===== config.mk =====
export PLATFORM = sky130hd
export DESIGN_NAME = cmd_dispatch
export DESIGN_NICKNAME = d
export VERILOG_FILES = /design/src/rtl/cmd_dispatch.sv
export SDC_FILE = /design/constraint.sdc
export NUM_CORES = 1
export LEC_CHECK = 0
export CAP_MARGIN = 30
export CORE_AREA = 10 10 157 195
export DETAILED_ROUTE_END_ITERATION = 12
export DIE_AREA = 0 0 167 205
export PLACE_DENSITY = 0.92
export SKIP_LAST_GASP = 1
export SLEW_MARGIN = 20
export SYNTH_ARGS = -nofsm -noshare
export SYNTH_HDL_FRONTEND = slang
export SYNTH_SLANG_ARGS = --single-unit
export TNS_END_PERCENT = 50

===== constraint.sdc =====
create_clock -name clk -period 7.4 [get_ports clk]
set_clock_uncertainty 0.1 [all_clocks]
set_input_delay 1.85 -clock clk [delete_from_list [all_inputs] [get_ports clk]]
set_output_delay 1.85 -clock clk [all_outputs]
set_load 0.01 [all_outputs]

===== src/rtl/cmd_dispatch.sv =====
// Command dispatcher: fans one tagged command stream into independent AES and SHA
// first-word-fall-through address FIFOs. Optional macro CMD_DISPATCH_ERR_CNT_EN adds a dropped-command counter.
module cmd_dispatch #(
    parameter int ADDRW  = 24,
    parameter int QDEPTH = 8
) (
    input  logic                             clk,
    input  logic                             rst_n,
    input  logic                             valid_in,
    input  logic [1:0]                       target_in,
    input  logic [ADDRW-1:0]                 addr_in,
    output logic                             ready_out,
    output logic                             valid_out_aes,
    output logic [ADDRW-1:0]                 addr_out_aes,
    input  logic                             ready_in_aes,
    output logic                             valid_out_sha,
    output logic [ADDRW-1:0]                 addr_out_sha,
    input  logic                             ready_in_sha,
    output logic [$clog2(QDEPTH+1)-1:0]      count_aes,
    output logic [$clog2(QDEPTH+1)-1:0]      count_sha,
    output logic                             err_pulse,
    output logic [7:0]                       err_count
);

    localparam int CW = $clog2(QDEPTH+1);
    localparam int PW = $clog2(QDEPTH);
    localparam logic [CW-1:0] FULLCNT = CW'(QDEPTH);

    logic [ADDRW-1:0] r_memAes [QDEPTH];
    logic [ADDRW-1:0] r_memSha [QDEPTH];
    logic [PW-1:0]    r_headAes, r_tailAes, r_headSha, r_tailSha;
    logic [CW-1:0]    r_cntAes, r_cntSha;
    logic             r_errPulse;

    logic w_fullAes, w_fullSha;
    logic w_pushAes, w_pushSha, w_popAes, w_popSha, w_drop;

    assign w_fullAes = (r_cntAes == FULLCNT);
    assign w_fullSha = (r_cntSha == FULLCNT);

    // Readiness depends only on the addressed FIFO, so a full engine never stalls the other.
    always_comb begin
        ready_out = 1'b1;
        case (target_in)
            2'b00:   ready_out = !w_fullAes;
            2'b01:   ready_out = !w_fullSha;
            default: ready_out = 1'b1;
        endcase
    end

    assign w_pushAes = valid_in && ready_out && (target_in == 2'b00);
    assign w_pushSha = valid_in && ready_out && (target_in == 2'b01);
    assign w_drop    = valid_in && target_in[1];
    assign w_popAes  = (r_cntAes != '0) && ready_in_aes;
    assign w_popSha  = (r_cntSha != '0) && ready_in_sha;

    always_ff @(posedge clk or negedge rst_n) begin
        if (!rst_n) begin
            r_headAes <= '0;
            r_tailAes <= '0;
            r_cntAes  <= '0;
        end else begin
            if (w_pushAes) r_tailAes <= r_tailAes + 1'b1;
            if (w_popAes)  r_headAes <= r_headAes + 1'b1;
            case ({w_pushAes, w_popAes})
                2'b10:   r_cntAes <= r_cntAes + 1'b1;
                2'b01:   r_cntAes <= r_cntAes - 1'b1;
                default: r_cntAes <= r_cntAes;
            endcase
        end
    end

    always_ff @(posedge clk or negedge rst_n) begin
        if (!rst_n) begin
            r_headSha <= '0;
            r_tailSha <= '0;
            r_cntSha  <= '0;
        end else begin
            if (w_pushSha) r_tailSha <= r_tailSha + 1'b1;
            if (w_popSha)  r_headSha <= r_headSha + 1'b1;
            case ({w_pushSha, w_popSha})
                2'b10:   r_cntSha <= r_cntSha + 1'b1;
                2'b01:   r_cntSha <= r_cntSha - 1'b1;
                default: r_cntSha <= r_cntSha;
            endcase
        end
    end

    // Storage is deliberately left out of reset; occupancy alone defines what is valid.
    always_ff @(posedge clk) begin
        if (w_pushAes) r_memAes[r_tailAes] <= addr_in;
        if (w_pushSha) r_memSha[r_tailSha] <= addr_in;
    end

    always_ff @(posedge clk or negedge rst_n) begin
        if (!rst_n) r_errPulse <= 1'b0;
        else        r_errPulse <= w_drop;
    end

`ifdef CMD_DISPATCH_ERR_CNT_EN
    logic [7:0] r_errCount;

    always_ff @(posedge clk or negedge rst_n) begin
        if (!rst_n)                            r_errCount <= 8'h00;
        else if (w_drop && r_errCount != 8'hFF) r_errCount <= r_errCount + 8'h01;
    end

    assign err_count = r_errCount;
`else
    assign err_count = 8'h00;
`endif

    assign err_pulse     = r_errPulse;
    assign valid_out_aes = (r_cntAes != '0);
    assign valid_out_sha = (r_cntSha != '0);
    assign addr_out_aes  = r_memAes[r_headAes];
    assign addr_out_sha  = r_memSha[r_headSha];
    assign count_aes     = r_cntAes;
    assign count_sha     = r_cntSha;

endmodule

==> results.cfg, run 1 <==
[worst_setup_path]
rrSetupSlack_ps = 4510
crit_fanout = 9
arrival_ps = 3780
path_class = in2out
end_kind = primary output
start_kind = input port
worstPathRequired_ps = 5450

[clocking]
cts.clk_slew.worst_paths_ps = 60
post_cts_resized = 0
postCtsHoldBufs = 0
cts.sinks = 405
postCtsSetupRepairBufs = 0
htreeDepth = 2
cts_root_buffer = clkbuf_16
numCtsBuffers = 37
cts_tree = yes
clock_latency_ps = 520
cts_buffer_depth = 3

[placement]
dp_slack_ps = 1753
hpwl_um = 18430
finalWeightedCongestion = 0.7587
io_buffers = 90
placedCellCount = 1119

[run]
cap_violations = 0

[route]
drt_iter0_markers = 755
wl_um = 34380
vias = 7578
wl_per_cell_um = 29.02
dr.pass1.iters = 5
drc_errors = 0
ant_nets = 0
vias_per_cell = 6.395

[cells_and_area]
nNetsFinal = 855
fillers = 1508
drive_above_1_share_pct = 29.08
mostFrequentLayoutCell = edfxtp_1
final_cell_mix = edfxtp_1, mux4_2, clkdlybuf4s50_1
area_delta_synth_final_pct = 16.09
fin_cells = 1185

[floorplan]
die_area_sq_um = 34240
num_rows = 67
initial_core_util_pct = 59.22
boundaryPins = 99
die_w_um = 167
fp.coreArea_sq_um = 26740
die_y_um = 205

[logic_synthesis]
synth_top_area_share_pct = 72.81
synth_area_leaders = edfxtp_1, mux4_2, dfrtp_1
syn_area_per_cell_sq_um = 22.92
synth_edf_count = 384
synth-seq-area-share_pct = 76.13
syn_inst = 691
synth_top_area_cell = edfxtp_1
synth-adder-area-share_pct = 0.9164
syn_area_sq_um = 15840
synth_xor_area_share_pct = 0.8295
ys_async_sr_fraction_pct = 5.185
yosys.area_share.simple_pct = 1.936
ys_seq_elements = 405
synth-compound-area-share_pct = 0.3713
synthMuxAreaShare_pct = 17.96
synth_flop_cell = edfxtp_1
synth_cell_types = 37
synth_top_family_by_area = multiplexers
yosys_warnings = 0

[sta]
clock.fmax_ghz = 0.1747
finalHoldViolations = 0
hold_slack_ps = 395.2
tightest_slew_ps = 820.2
rsz0062_at_grt = false
drv_slew = 0
final.min_clock_period_ps = 5726
setup_viol = 0
worst_slack_ps = 1674
fin_crit_sh_pct = 77.37
slew_headroom_pct = 45.32
tns_ps = 0

[global_route]
grt_pass1_vias = 8086
grt_start_max_net_pins = 45
globalRoute.totalOverflow = 0
grtUsageTotal_pct = 20.02
grt_pass1_wl_um = 51610
antenna_found_initial = 1

[power_and_ir_drop]
power_density_nw_per_um2 = 374.1
peakVddDrop_v = 0.0002658
total_power_mw = 6.878
power.leakage_nw = 5.983

[worst_hold_path]
hold_path.class = reg2reg

[status]
status = complete, no violations
-- area by class of cell --
type | count | area (sq um) | area share [%]
sequential | 405 | 12070 | 65.63
multi-input combinational | 249 | 3585 | 19.50
timing repair buffer | 113 | 1106 | 6.016
clock buffer | 47 | 1006 | 5.471
tap | 345 | 431.7 | 2.348
clock inverter | 18 | 162.7 | 0.8847
inverter | 7 | 26.28 | 0.1429
antenna | 1 | 2.502 | 0.01361
-- logic make-up after synthesis --
kind of cell | after synthesis
AO/OA/AOI/OAI | 8
XOR/XNOR | 15
adder cells (fa/ha/maj) | 11
buffers and inverters | 44
flip-flops | 405
multiplexers | 150
other | 1
AND/OR/NAND/NOR | 57
-- synthesized netlist by cell type (all sizes together), types with 3 or more instances --
cell,count
dfrtp,21
nand2b,3
nor3,10
inv,7
nor4,4
edfxtp,384
nor4b,3
nor2,10
xnor2,11
mux4,96
clkbuf,6
ha,10
nand2,8
buf,31
mux2,53
xor2,4
nand3,10
-- metrics by stage --
stage | cell area (sq um) | util, %
global placement | 17160 | 64.17
detailed placement | 17220 | 64.38
CTS | 18380 | 68.75
floorplan | 15860 | -
global route | 18390 | 68.76
finish | 18390 | 68.76
-- where the power goes --
group / total [mW] / internal (mW) / switching (mW)
clock network: 1.85 / 1.07 / 0.781
registers: 2.90 / 2.66 / 0.240
logic: 2.13 / 1.24 / 0.897
total: 6.88 / 4.96 / 1.92
-- metal layers --
metal	part of all wire, %	GRT usage, %	up-vias
met1	36	24.80	3919
met3	8.1	3.796	90
li1	-	-	3110
met5	0	0	-
met4	3.6	8.072	0
met2	52	34.25	459
-- worst paths after layout --
check                              from      endpoint  cells past startpoint
setup / recovery           target_in[0]     ready_out                      6
hold / removal             r_headAes[2]  r_headAes[2]                      1
setup reg to reg           count_sha[0]  count_sha[3]                     10
hold reg to reg            r_headAes[2]  r_headAes[2]                      1
max in group asynchronous         rst_n  r_headSha[0]                      2
min in group asynchronous         rst_n  count_aes[0]                      1
-- registers in the layout (all words and copies together) (netlist names), 3 cells and up --
signal     flops
r_headSha      3
r_tailSha      3
count_sha      4
r_tailAes      3
r_memAes     192
r_memSha     192
count_aes      4
r_headAes      3
-- worst max-delay path, stage by stage --
cell             delay (ps)
clkdlybuf4s50_1         450
nor2_1                  260
nand3_1                 220
nand2_1                 420
inv_1                    80
clkdlybuf4s50_1         490
No activity file was read; power rests on OpenSTA's default activity.
==> inputs of run 2 (changes only) <==
- CORE_AREA: 10 10 157 195 -> 10 10 158 197
- DIE_AREA: 0 0 167 205 -> 0 0 168 207
- PLACE_DENSITY: 0.92 -> 0.9
- clock period: 7.4 -> 5.6 ns (I/O delays scaled with it)
==> run 2 against run 1 <==
  * Global-route usage fell by 1.3 points
  * Worst setup slack got worse by 850 ps
  * Critical path depth did not move
  * Sequential power rose by 34%
  * Clock-buffer cell count did not move
  * Final cell count barely moved
  * First-iteration DRC count fell by 2.4%
  * Worst hold slack improved by 38 ps
  * Die area rose by 1.6%
  * Routed wire length fell by 4.2%
  * Combinational power rose by 27%
  * Largest power group unchanged
  * Highest routed layer unchanged
==> results.cfg, run 2 (synthesized netlist as in run 1, its figures left out) <==
[status]
status = complete, no violations

[worst_hold_path]
holdPathStages = 1
hold-path-endpoint = count_aes[3]
hold_start = count_aes[3]
hold_path.class = reg2reg

[clocking]
cts.sinks = 405
clock_latency_ps = 510
cts_buffer_depth = 3
cts_root_buffer = clkbuf_16
cts_tree = yes
postCtsHoldBufs = 0
postCtsSetupRepairBufs = 0
htreeDepth = 2
cts.clk_slew.worst_paths_ps = 60
post_cts_resized = 0
numCtsBuffers = 36

[floorplan]
num_rows = 68
die_w_um = 168
die_area_sq_um = 34780
boundaryPins = 99
die_y_um = 207
fp.coreArea_sq_um = 27310
initial_core_util_pct = 57.99

[route]
wl_per_cell_um = 27.77
wl_um = 32930
vias = 7406
dr.pass1.iters = 4
drt_iter0_markers = 737
vias_per_cell = 6.245
ant_nets = 0
drc_errors = 0

[sta]
setup_viol = 0
rsz0062_at_grt = false
final.min_clock_period_ps = 4774
tns_ps = 0
fin_crit_sh_pct = 85.26
finalHoldViolations = 0
worst_slack_ps = 825.5
drv_slew = 0
tightest_slew_ps = 950.6
clock.fmax_ghz = 0.2094
slew_headroom_pct = 36.63

[worst_setup_path]
crit_fanout = 9
crit_chain = clkdlybuf4s50_1, nor2_1, nand3_1, nand2_1, inv_1, clkdlybuf4s50_1
timing.rr.end = count_sha[3]
rrSetupSlack_ps = 2660
arrival_ps = 3270
worstPathRequired_ps = 4100
crit_buf_inv = 3
start_kind = input port
path_depth = 6
end_kind = primary output
critPathMaxStageDelay_ps = 500
regToRegStartpoint = count_sha[0]
r2r_cells = 9
cpLargestDelayFamily = buffers and inverters
cpMaxStageDelayCell = clkdlybuf4s50_1
path_class = in2out
crit_start = target_in[0]
critPathMostFrequentCell = clkdlybuf4s50_1

[global_route]
grt_pass1_vias = 7944
grtUsageTotal_pct = 18.76
grt_pass1_wl_um = 50030
grt_start_max_net_pins = 36
antenna_found_initial = 1
globalRoute.totalOverflow = 0

[power_and_ir_drop]
power.leakage_nw = 5.978
power_density_nw_per_um2 = 493.2
p_int_mw = 6.595
peakVddDrop_v = 0.0004478
power.share.clock_pct = 27.3
combPwrFrac_pct = 29.8
pwr-share-seq_pct = 42.9
switching_share_pct = 27.29
net-switching-power_mw = 2.475

[cells_and_area]
nNetsFinal = 854
drive_above_1_share_pct = 28.98
mostFrequentLayoutCell = edfxtp_1
largestRegisters = r_memAes: 192 flops, r_memSha: 192 flops
area_delta_synth_final_pct = 16.12
final_cell_mix = edfxtp_1, mux4_2, clkdlybuf4s50_1

[placement]
finalWeightedCongestion = 0.7428
hpwl_um = 18980
dp_slack_ps = 855.2
io_buffers = 90

[run]
cap_violations = 0
-- run 2: cell count changes in the layout (fill, tap and decap cells not counted) --
cell,previous run,this run
clkinv_1,7,4
bufinv_16,3,5
clkbuf_16,39,37
clkinv_2,6,4
clkbuf_1,8,9
clkbuf_8,0,1
inv_6,1,0
-- run 2: metrics by stage --
step	util (%)	std cells	power [mW]	hold WS (ps)	instance area, sq um
floorplan	-	698	5.593	414.3	15860
global placement	62.86	1121	6.559	417.7	17170
detailed placement	63.06	1124	6.678	419.5	17220
CTS	67.33	1185	9.160	435.9	18390
global route	67.34	1186	9.441	469.4	18390
finish	67.34	1186	9.070	433.7	18390
-- run 2: layout make-up --
class | count | area, sq um
repair buffers | 113 | 1106
inverters | 7 | 26.28
fillers | 1593 | 8921
clock inverters | 14 | 192.7
flip-flops and latches | 405 | 12070
well taps | 350 | 437.9
multi-input cells | 249 | 3585
diodes | 1 | 2.502
clock buffers | 47 | 973.4
-- run 2: worst max path at each step --
stage	to	slack [ps]
floorplan	r_memAes[0][0]	460
global placement	ready_out	920
detailed placement	ready_out	860
CTS	ready_out	840
global route	ready_out	680
finish	ready_out	830
-- run 2: power by group through the flow --
stage	sequential [mW]	combinational [mW]	clock [mW]
2_1_floorplan	3.68	1.91	0
3_3_place_gp	4.05	2.51	0
3_5_place_dp	3.96	2.72	0
4_1_cts	3.90	2.76	2.50
5_1_grt	3.93	2.89	2.62
6_report	3.89	2.71	2.47
-- run 2: worst reg2reg max path: cells and delay by family (launching register included) --
family	cells	cell delay, ps
AOI/OAI and AO/OA	4	1050
adders and majority gates	2	510
DFF	1	440
and+or+nand+nor	3	740
-- run 2: layer usage --
| metal | vias up | wire length [um] | GRT usage (%) |
|---|---|---|---|
| li1 | 3096 | - | - |
| met1 | 3907 | 12570 | 23.72 |
| met2 | 349 | 17230 | 31.80 |
| met3 | 54 | 2379 | 4.053 |
| met4 | 0 | 746 | 5.725 |
| met5 | - | 0 | 0 |
==> inputs of run 3 (changes only) <==
- CORE_AREA: 10 10 158 197 -> 10 10 179 223
- DIE_AREA: 0 0 168 207 -> 0 0 189 233
- PLACE_DENSITY: 0.9 -> 0.75
==> run 3 against run 2 <==
  * Worst hold slack got worse by 14 ps
  * Utilization fell by 15 points
  * Via count shrank 3.2%
  * Clock-buffer cell count increased by 2
  * First-iteration DRC count is 6.9% lower
  * Largest cell class unchanged
  * Largest power group unchanged
  * Highest routed layer is now met5
==> results.cfg, run 3 (synthesized netlist as in run 1, its figures left out) <==
[route]
dr.pass1.iters = 4
wl_per_cell_um = 23.81
drt_iter0_markers = 686
vias_per_cell = 5.450
drc_errors = 0
wl_met3_um = 1942
vias = 7167
route.met2.wl_um = 16410
ant_nets = 0
met1Wirelength_um = 12480
top_layer_used = met5
wl_um = 31300

[clocking]
htreeDepth = 2
cts_tree = yes
cts.clk_slew.worst_paths_ps = 60
postCtsSetupRepairBufs = 0
cts_root_buffer = clkbuf_16
clock_latency_ps = 510
postCtsHoldBufs = 0
cts_buffer_depth = 3
numCtsBuffers = 38
cts.sinks = 405
post_cts_resized = 0

[worst_setup_path]
arrival_ps = 3250
critPathMaxStageDelay_ps = 490
cpLargestDelayFamily = buffers and inverters
crit_buf_inv = 3
crit_chain = clkdlybuf4s50_1, nor2_1, nand3_1, nand2_1, inv_1, clkdlybuf4s50_1
crit_fanout = 9
end_kind = primary output
worstPathRequired_ps = 4100
crit_start = target_in[0]
cpMaxStageDelayCell = clkdlybuf4s50_1
regToRegStartpoint = count_sha[0]
critPathMostFrequentCell = clkdlybuf4s50_1
path_class = in2out
start_kind = input port

[global_route]
grtUsageTotal_pct = 14.29
antenna_found_initial = 1
globalRoute.totalOverflow = 0
grt_start_max_net_pins = 35
grt_pass1_vias = 7891
grt_pass1_wl_um = 48160

[cells_and_area]
area_delta_synth_final_pct = 17.43
final_cell_mix = edfxtp_1, mux4_2, clkdlybuf4s50_1
drive_above_1_share_pct = 29.25
largestRegisters = r_memAes: 192 flops, r_memSha: 192 flops
nNetsFinal = 857
mostFrequentLayoutCell = edfxtp_1
n_antenna_cell = 0

[run]
cap_violations = 0

[power_and_ir_drop]
power_density_nw_per_um2 = 487.3
power.leakage_nw = 6.010
total_power_mw = 9.063
peakVddDrop_v = 0.0003332

[floorplan]
fp.coreArea_sq_um = 35360
die_w_um = 189
boundaryPins = 99
num_rows = 77
die_area_sq_um = 44040
initial_core_util_pct = 44.79
die_y_um = 233

[sta]
final.min_clock_period_ps = 4752
finalHoldViolations = 0
clock.fmax_ghz = 0.2104
slew_headroom_pct = 39.88
rsz0062_at_grt = false
tightest_slew_ps = 899.7
drv_slew = 0
setup_viol = 0
tns_ps = 0
fin_crit_sh_pct = 84.87

[worst_hold_path]
hold_start = count_aes[3]
hold_path.class = reg2reg

[placement]
finalWeightedCongestion = 0.7589
hpwl_um = 18150
io_buffers = 90

[status]
status = complete, no violations
## run 3: cell types whose count changed in the layout (fill, tap and decap cells not counted), sizes merged
cell      before  now
clkinvlp       1    0
clkbuf        47   49
clkinv         8   15
diode          1    0
bufinv         5    2
buf           23   24
## run 3: where the power goes
group | switching (mW) | total (mW) | internal (mW) | leakage (nW)
logic | 1.15 | 2.80 | 1.65 | 1.72
registers | 0.293 | 3.81 | 3.51 | 3.70
clock network | 1.04 | 2.46 | 1.42 | 0.585
total | 2.48 | 9.06 | 6.58 | 6.01
## run 3: metal layers
| metal | GRT usage, % | vias up |
|---|---|---|
| met5 | 0 | - |
| met4 | 3.428 | 2 |
| met3 | 3.382 | 38 |
| met2 | 24.82 | 228 |
| met1 | 17.73 | 3787 |
| li1 | - | 3112 |
## run 3: worst reg2reg max path, delay by kind of cell (launching register included)
family | cells | cell delay (ps)
AND/OR/NAND/NOR | 3 | 760
flip-flops | 1 | 430
adder cells (fa/ha/maj) | 2 | 520
AO/OA/AOI/OAI | 4 | 1120
## run 3: worst paths after layout
| path | to | slack (ps) | depth (start not counted) |
|---|---|---|---|
| worst max register to register | count_sha[3] | 2560 | 9 |
| min in group asynchronous | count_aes[2] | 1140 | 1 |
| max in group asynchronous | r_headSha[0] | 3770 | 2 |
| worst min-delay path | count_aes[3] | 420 | 1 |
| worst min register to register | count_aes[3] | 420 | 1 |
| worst max-delay path | ready_out | 850 | 6 |
## run 3: stage by stage
step	instances	instance area, sq um	setup WS (ps)	utilization (%)	hold slack [ps]
global placement	1245	17330	889.6	49.00	417.9
floorplan	698	15860	459.6	-	414.3
finish	1315	18600	847.5	52.60	419.2
global route	1315	18600	670.9	52.60	464.0
detailed placement	1249	17410	858.5	49.24	408.4
CTS	1315	18600	839.5	52.60	422.0
## run 3: cell type report
class                      instances  area, sq um
clock inverter                    17        130.1
sequential                       405        12070
inverter                           7        26.28
clock buffer                      49         1056
timing repair buffer             114         1136
multi-input combinational        249         3590
tap                              474        593.1
fill                            2664        16760
